$ cat src/rtl/exe_mc_pkg.sv
// ----------------------------------------------------------------------------
// exe_mc_pkg
// Shared types and defaults for the Execute-stage multi-cycle op controller.
//   mc_op_e    : op class carried on E_mc_op / unit_sel
//   mc_state_e : controller sequencing states
//   MC_*_LAT_DEF : default start-to-result latencies per op class
//   mc_max3    : helper used to size the latency counter
// ----------------------------------------------------------------------------
package exe_mc_pkg;

    typedef enum logic [1:0] {
        MC_NONE = 2'd0,
        MC_MUL  = 2'd1,
        MC_DIV  = 2'd2,
        MC_FDIV = 2'd3
    } mc_op_e;

    typedef enum logic [1:0] {
        MC_IDLE = 2'd0,
        MC_RUN  = 2'd1,
        MC_HOLD = 2'd2
    } mc_state_e;

    localparam int unsigned MC_MUL_LAT_DEF  = 2;
    localparam int unsigned MC_DIV_LAT_DEF  = 32;
    localparam int unsigned MC_FDIV_LAT_DEF = 24;

    function automatic int unsigned mc_max3(input int unsigned a,
                                            input int unsigned b,
                                            input int unsigned c);
        int unsigned m;
        m = a;
        if (b > m) m = b;
        if (c > m) m = c;
        return m;
    endfunction

endpackage

$ cat src/rtl/mc_lat_cnt.sv
// ----------------------------------------------------------------------------
// mc_lat_cnt
// Loadable down-counter with zero/one flags, used to time a multi-cycle op.
//   i_clk      : clock
//   i_rst_n    : synchronous active-low reset (count -> 0)
//   i_clr      : clear count to 0 (highest priority after reset)
//   i_load     : load i_load_val
//   i_load_val : value to load
//   i_dec      : decrement by one (saturates at 0)
//   o_cnt      : current count
//   o_zero     : count == 0
//   o_one      : count == 1
// ----------------------------------------------------------------------------
module mc_lat_cnt #(
    parameter int unsigned W = 6
) (
    input  logic         i_clk,
    input  logic         i_rst_n,
    input  logic         i_clr,
    input  logic         i_load,
    input  logic [W-1:0] i_load_val,
    input  logic         i_dec,
    output logic [W-1:0] o_cnt,
    output logic         o_zero,
    output logic         o_one
);

    logic [W-1:0] r_cnt;

    always_ff @(posedge i_clk) begin
        if (!i_rst_n) begin
            r_cnt <= '0;
        end else if (i_clr) begin
            r_cnt <= '0;
        end else if (i_load) begin
            r_cnt <= i_load_val;
        end else if (i_dec && (r_cnt != '0)) begin
            r_cnt <= r_cnt - W'(1);
        end
    end

    assign o_cnt  = r_cnt;
    assign o_zero = (r_cnt == '0);
    assign o_one  = (r_cnt == W'(1));

endmodule

$ cat src/rtl/exe_mc_ctrl.sv
// ----------------------------------------------------------------------------
// exe_mc_ctrl
// Sequences multi-cycle Execute ops (MUL, DIV/REM, FDIV/FSQRT) on a shared
// iterative unit: pulses a start, stalls F/D/E for the op's fixed latency,
// then presents the result for one advancing cycle.
//   clk               : clock
//   rst               : synchronous active-low reset
//   E_valid           : E holds a real instruction
//   E_mc_op           : 0 none, 1 MUL, 2 DIV, 3 FDIV/FSQRT
//   kill              : squash the instruction in E this cycle
//   mem_stall         : M stage cannot accept
//   unit_start        : one-cycle start pulse to iterative unit
//   unit_sel          : op class, valid from start through HOLD
//   unit_kill         : one-cycle abort pulse to iterative unit
//   mc_stall          : hold F/D/E pipeline registers
//   mc_result_valid   : iterative result selected onto E_alu_out
//   mc_busy           : controller not idle
//   perf_mc_stall_cnt : free-running count of mc_stall cycles
// ----------------------------------------------------------------------------
module exe_mc_ctrl
    import exe_mc_pkg::*;
#(
    parameter int unsigned MUL_LAT  = MC_MUL_LAT_DEF,
    parameter int unsigned DIV_LAT  = MC_DIV_LAT_DEF,
    parameter int unsigned FDIV_LAT = MC_FDIV_LAT_DEF
) (
    input  logic        clk,
    input  logic        rst,
    input  logic        E_valid,
    input  logic [1:0]  E_mc_op,
    input  logic        kill,
    input  logic        mem_stall,
    output logic        unit_start,
    output logic [1:0]  unit_sel,
    output logic        unit_kill,
    output logic        mc_stall,
    output logic        mc_result_valid,
    output logic        mc_busy,
    output logic [31:0] perf_mc_stall_cnt
);

    localparam int unsigned MAX_LAT = mc_max3(MUL_LAT, DIV_LAT, FDIV_LAT);
    localparam int unsigned CW      = $clog2(MAX_LAT + 1);

    localparam logic [CW-1:0] MUL_M1  = CW'(MUL_LAT - 1);
    localparam logic [CW-1:0] DIV_M1  = CW'(DIV_LAT - 1);
    localparam logic [CW-1:0] FDIV_M1 = CW'(FDIV_LAT - 1);

    mc_state_e     r_state;
    mc_state_e     w_state_nxt;
    mc_op_e        r_sel;
    mc_op_e        w_sel;
    mc_op_e        w_op;
    logic [31:0]   r_perf;

    logic          w_issue;
    logic          w_start;
    logic          w_ukill;
    logic          w_stall;
    logic          w_rvalid;
    logic          w_cnt_load;
    logic          w_cnt_dec;
    logic          w_cnt_clr;
    logic [CW-1:0] w_lat_m1;
    logic [CW-1:0] w_cnt;
    logic          w_cnt_zero;
    logic          w_cnt_one;

    assign w_op    = mc_op_e'(E_mc_op);
    assign w_issue = E_valid && (w_op != MC_NONE) && !kill;

    always_comb begin
        w_lat_m1 = '0;
        case (w_op)
            MC_MUL:  w_lat_m1 = MUL_M1;
            MC_DIV:  w_lat_m1 = DIV_M1;
            MC_FDIV: w_lat_m1 = FDIV_M1;
            default: w_lat_m1 = '0;
        endcase
    end

    mc_lat_cnt #(
        .W (CW)
    ) u_lat_cnt (
        .i_clk      (clk),
        .i_rst_n    (rst),
        .i_clr      (w_cnt_clr),
        .i_load     (w_cnt_load),
        .i_load_val (w_lat_m1),
        .i_dec      (w_cnt_dec),
        .o_cnt      (w_cnt),
        .o_zero     (w_cnt_zero),
        .o_one      (w_cnt_one)
    );

    // Reset is folded into next-state/output decode so that a reset cycle
    // never emits a start, kill or stall, even mid-operation.
    always_comb begin
        w_state_nxt = r_state;
        w_start     = 1'b0;
        w_ukill     = 1'b0;
        w_stall     = 1'b0;
        w_rvalid    = 1'b0;
        w_cnt_load  = 1'b0;
        w_cnt_dec   = 1'b0;
        w_cnt_clr   = 1'b0;
        w_sel       = MC_NONE;
        if (!rst) begin
            w_state_nxt = MC_IDLE;
            w_cnt_clr   = 1'b1;
        end else begin
            case (r_state)
                MC_IDLE: begin
                    if (w_issue) begin
                        w_start     = 1'b1;
                        w_stall     = 1'b1;
                        w_cnt_load  = 1'b1;
                        w_sel       = w_op;
                        // Latency of 1 skips RUN entirely.
                        w_state_nxt = (w_lat_m1 == '0) ? MC_HOLD : MC_RUN;
                    end
                end
                MC_RUN: begin
                    w_sel = r_sel;
                    if (kill) begin
                        w_ukill     = 1'b1;
                        w_cnt_clr   = 1'b1;
                        w_state_nxt = MC_IDLE;
                    end else begin
                        w_stall   = 1'b1;
                        w_cnt_dec = 1'b1;
                        if (w_cnt_one || w_cnt_zero) w_state_nxt = MC_HOLD;
                    end
                end
                MC_HOLD: begin
                    w_sel = r_sel;
                    if (kill) begin
                        w_ukill     = 1'b1;
                        w_cnt_clr   = 1'b1;
                        w_state_nxt = MC_IDLE;
                    end else begin
                        w_rvalid = 1'b1;
                        w_stall  = mem_stall;
                        if (!mem_stall) w_state_nxt = MC_IDLE;
                    end
                end
                default: begin
                    w_cnt_clr   = 1'b1;
                    w_state_nxt = MC_IDLE;
                end
            endcase
        end
    end

    always_ff @(posedge clk) begin
        if (!rst) begin
            r_state <= MC_IDLE;
            r_sel   <= MC_NONE;
            r_perf  <= '0;
        end else begin
            r_state <= w_state_nxt;
            if (w_state_nxt == MC_IDLE) begin
                r_sel <= MC_NONE;
            end else if (w_start) begin
                r_sel <= w_op;
            end
            if (w_stall) r_perf <= r_perf + 32'd1;
        end
    end

    assign unit_start        = w_start;
    assign unit_sel          = w_sel;
    assign unit_kill         = w_ukill;
    assign mc_stall          = w_stall;
    assign mc_result_valid   = w_rvalid;
    assign mc_busy           = (r_state != MC_IDLE);
    assign perf_mc_stall_cnt = r_perf;

endmodule

$ cat config.mk
export PLATFORM = sky130hd
export DESIGN_NAME = exe_mc_ctrl
export DESIGN_NICKNAME = d
export VERILOG_FILES = /design/src/rtl/exe_mc_pkg.sv /design/src/rtl/mc_lat_cnt.sv /design/src/rtl/exe_mc_ctrl.sv
export SDC_FILE = /design/constraint.sdc
export NUM_CORES = 1
export LEC_CHECK = 0
export ABC_AREA = 1
export CORE_AREA = 10 10 69 128
export CTS_CLUSTER_SIZE = 28
export DETAILED_ROUTE_END_ITERATION = 16
export DIE_AREA = 0 0 79 138
export PLACE_DENSITY = 0.72
export SYNTH_ARGS = -nofsm -noshare
export SYNTH_HDL_FRONTEND = slang
export SYNTH_HIERARCHICAL = 1
export SYNTH_SLANG_ARGS = --single-unit
export TNS_END_PERCENT = 30
$ cat constraint.sdc
create_clock -name clk -period 4.9 [get_ports clk]
set_clock_uncertainty 0.2 [all_clocks]
set_input_delay 0.98 -clock clk [delete_from_list [all_inputs] [get_ports clk]]
set_output_delay 0.98 -clock clk [all_outputs]
set_load 0.02 [all_outputs]
== Yosys cells after proc, flatten, opt, wreduce, memory -nomap -nowiden ==
Cells that the tools add are included.
Word-level totals
  logic and storage cells: 59
  bits in read-only memories: 0
  input bits: 7
  latch bits: 0
  register bits after elaboration: 42
  output and inout bits: 39
  bits in writable memories: 0
  memories kept: 0
Operators by class
  order comparisons: 0
  div/mod/pow operators: 0
  eq/ne operators: 6
  shift-type cells: 0
  bitwise logic cells: 1
  add/sub/neg operators: 2
  multiply operators: 0
  reductions and logical operators: 16
  multiplexer cells: 30
Operators by type and width (number)
  $add A32 B1 Y32 const B: 1
  $mux W2: 9
  $pmux W5 S3: 1
  $mux W1: 14
  $logic_not A6 Y1: 2
  $mux W6: 2
  $eq A2 B2 Y1 const B: 3
  $eq A6 B1 Y1 const B: 1
  $pmux W2 S3: 1
  $reduce_bool A2 Y1: 3
  $reduce_bool A6 Y1: 1
  $reduce_or A2 Y1: 3
  $sub A6 B1 Y6 const B: 1
  $eq A2 B1 Y1 const B: 2
  $logic_not A2 Y1: 2
  $pmux W2 S2: 1
  $logic_and A1 B1 Y1: 3
  $pmux W1 S3: 1
  $pmux W1 S2: 1
  $logic_not A1 Y1: 1
  $logic_or A1 B1 Y1: 1
  $not A1 Y1: 1

== Longest topological paths before layout ==
  depth after elaboration: 9
  mapped depth: 14
  mapped depth without buffers: 13

== Modules after synthesis ==
The synthesis kept the hierarchy.
By module, submodules not included
  exe_mc_ctrl: instances 1, seq. area each 720.7 µm², cells each 371, area an instance 2290.9 µm²
  mc_lat_cnt: instances 1, seq. area each 120.1 µm², cells each 73, area an instance 476.7 µm²

== Least setup slack after synthesis ==
Ideal clock, no wire load.
  path kind: in2out
  start: in rst
  end: out mc_result_valid
  buffers on the path: 2
  arrival time: 1875 ps
  stages: 4
  data required time: 3720 ps
  path slack: 1845 ps
  cell sequence: buf_2 clkinv_1 clkbuf_1 nor2_1
On the way
  word-level cells in the longest chain between the ends: 1
Ends and longest elaborated chain
  start: declaration: line exe_mc_ctrl.sv:28  | input logic rst,
  $mux W1: line exe_mc_ctrl.sv:108  | if (!rst) begin
  end: declaration: line exe_mc_ctrl.sv:37  | output logic mc_result_valid,
Every way passes these cells.

== Worst setup path in the final report ==
  start: in E_mc_op[1]
  end: out unit_start
On the way
  word-level cells in the longest chain between the ends: 6
Ends and longest elaborated chain
  start: declaration: line exe_mc_ctrl.sv:30  | input logic [1:0] E_mc_op,
  $reduce_bool A2 Y1: line exe_mc_ctrl.sv:70  | assign w_issue = E_valid && (w_op != MC_NONE) && !kill;
  $logic_and A1 B1 Y1 (2 in a row): line exe_mc_ctrl.sv:70
  $mux W1: line exe_mc_ctrl.sv:114  | if (w_issue) begin
  $mux W1: line exe_mc_ctrl.sv:112  | case (r_state)
  $mux W1: line exe_mc_ctrl.sv:108
  end: declaration: line exe_mc_ctrl.sv:33  | output logic unit_start,
Every way passes these cells.

==> impl_metrics.yaml <==
grt:
  grt-ovfl-total: 0
  antenna_found_initial: 0
  grt_pass1_vias: 2891
  grt_max_degree: 34
  grt_pass1_wl_um: 13000
  track_usage: 0.145
logic_synthesis:
  synthCells: 444
  synth_top_flop_cell: "dfxtp_1"
  synth_top_area_cell: "dfxtp_1"
  ys_ff_latch: 42
  ys_types: 38
  synth_nets: 459
  avgSynthCellArea_um2: 6.23
  synth-edff-count: 0
  netlist_top_cells_area: "dfxtp_1 (30%), nand2_1 (16%), nor2_1 (11%), inv_1 (7.5%), nand3_1 (6.9%)"
  synthArstFlopShare: 0
  yosysMostFrequentCell: "nand2_1"
  seq_area_frac_synth: 0.304
  ys_top_cells_by_count: "nand2_1 (117), nor2_1 (78), inv_1 (55)"
  yosysTopAreaCellShare: 0.304
  yosys_warnings: 6
  netlist_area_um2: 2770
floorplan:
  coreArea_um2: 6890
  die_y_um: 138
  die_area_um2: 10900
  initial_core_util: 0.402
  ios: 46
  rows: 43
  die_w_um: 79
clock_network:
  htreeDepth: 2
  cts_sinks: 42
  cts_tree: "yes"
  cts_made_buffers: 5
  clk_pin_slew_ns: 0.06
  clk_latency_ns: 0.29
  postCtsSetupRepairBufs: 0
  cts-root-buf: "clkbuf_16"
  clockBufferDepth: 2
  cts-hold-fix-buffers: 0
  cts_resized: 0
worst_setup_path:
  worst-r2r-cell-count: 11
  cp-end-kind: "output port"
  cp.arrival_ns: 2.96
  critPathLaunchType: "input pin"
  worstPathMaxFanout: 14
  cp.required_ns: 3.72
  criticalPathCategory: "input pin to output port"
routing:
  finalWirelength_um: 7760
  ant_nets: 0
  via_per_inst: 5.07
  firstDrtPassIters: 4
  num_vias: 2945
  wl_per_cell_um: 13.4
  drtIter0Drc: 219
  drc_errors: 0
timing:
  setup_ws_ns: 0.757
  hold_viol_final: 0
  fin_crit_ns: 4.14
  fmax_ghz: 0.241
  setup_viol: 0
  rsz0062_at_grt: "false"
  finalCritPeriodShare: 0.846
  setup_tns_ns: 0
  maxSlewViolCount: 0
pwr:
  powerDensity_nw_per_um2: 226
  leakage_nw: 1.36
  max-vdd-ir-drop_uv: 168
min_path:
  min_delay_path_depth: 2
  hold_class: "flip-flop to flip-flop"
cells_and_area:
  final_cells: 581
  regArea_um2: 841
  fillers: 733
  n_antenna_cell: 0
  final_nets: 505
  multi_input_area_um2: 1640
  drive_above_1_share: 0.0855
  area_delta_synth_final_pct: 24.6
place:
  place_hpwl_um: 6200
  place_congestion: 0.923
  pre_cts_slack_ns: 0.768
  placed_cells: 573
  io_buffer_count: 45
run_status:
  status: "finished, final reports clean"
flow_run:
  maxCapViolCount: 0
==> stage by stage <==
stage | utilization | total power [mW] | area (um2) | hold slack [ns]
after floorplan | - | 0.419 | 2770 | 0.262
after global placement | 0.479 | 0.445 | 3300 | 0.281
after detailed placement | 0.479 | 0.446 | 3300 | 0.293
after CTS | 0.501 | 0.789 | 3450 | 0.309
after global routing | 0.501 | 0.811 | 3450 | 0.330
final | 0.501 | 0.779 | 3450 | 0.309
==> layout make-up <==
cell class,count,area share
multi-input combinational,331,0.475
sequential,42,0.244
timing repair buffer,48,0.137
inverter,62,0.0678
clock buffer,6,0.0403
tap,90,0.0326
clock inverter,2,0.00363
==> worst paths after layout <==
path / from / end / slack [ns]
worst max-delay path: E_mc_op[1] / unit_start / 0.76
worst min register to register: u_lat_cnt/o_cnt[1] / u_lat_cnt/o_cnt[1] / 0.31
worst min-delay path: u_lat_cnt/o_cnt[1] / u_lat_cnt/o_cnt[1] / 0.31
worst max register to register: r_state[0] / u_lat_cnt/o_cnt[2] / 2.74
==> cell families after synthesis <==
kind of cell / Yosys count / share of synthesized area
AO/OA/AOI/OAI: 45 / 0.0931
XOR/XNOR: 6 / 0.0190
adder cells (fa/ha/maj): 8 / 0.0362
buffers and inverters: 71 / 0.104
flip-flops: 42 / 0.304
other: 1 / 0.00135
AND/OR/NAND/NOR: 271 / 0.442
==> sequential cells by signal, indices dropped and copies added (netlist names) <==
name / count
perf_mc_stall_cnt: 32
u_lat_cnt/o_cnt: 6
r_sel: 2
r_state: 2
==> metal layers <==
| metal | vias to the layer above | part of all wire | global-route usage |
|---|---|---|---|
| met1 | 1323 | 0.35 | 0.126 |
| met4 | 0 | 0.054 | 0.0893 |
| met3 | 28 | 0.063 | 0.0351 |
| met2 | 107 | 0.53 | 0.279 |
| met5 | - | 0 | 0 |
| li1 | 1487 | - | - |
==> worst max-delay path, stage by stage <==
cell             delay [ns]
clkdlybuf4s50_1        0.56
inv_2                  0.07
nand2_2                0.09
nand3_4                0.11
inv_1                  0.11
nand2_1                0.05
inv_1                  0.30
clkdlybuf4s50_1        0.69
==> placed cells by master, fill, tap and decap left out, types with 2 or more instances in the layout <==
cell type        instances
nor3_1                   4
buf_4                    3
nand2_2                  6
clkbuf_16                5
nand4_1                  6
dfxtp_1                 42
clkdlybuf4s50_1         45
clkinv_2                 2
nor2_4                   5
o211ai_1                 2
nand2_4                  3
inv_2                    5
nor2_1                  78
a22oi_1                  2
a21oi_2                  2
nand3b_1                 2
a21oi_1                 18
inv_1                   55
ha_1                     8
nor2_2                   5
and3_1                   2
xor2_1                   3
nand2_1                117
o21ai_0                 12
xnor2_1                  3
nand3_1                 38
o21ai_1                  6
nand3_4                  2
==> power by group <==
group	leakage [nW]	total, mW	internal [mW]	switching, mW
logic	0.947	0.0896	0.0318	0.0577
clock network	0.0729	0.340	0.202	0.139
registers	0.339	0.349	0.345	0.00381
Note: power is estimated with default switching activity, not from simulation.
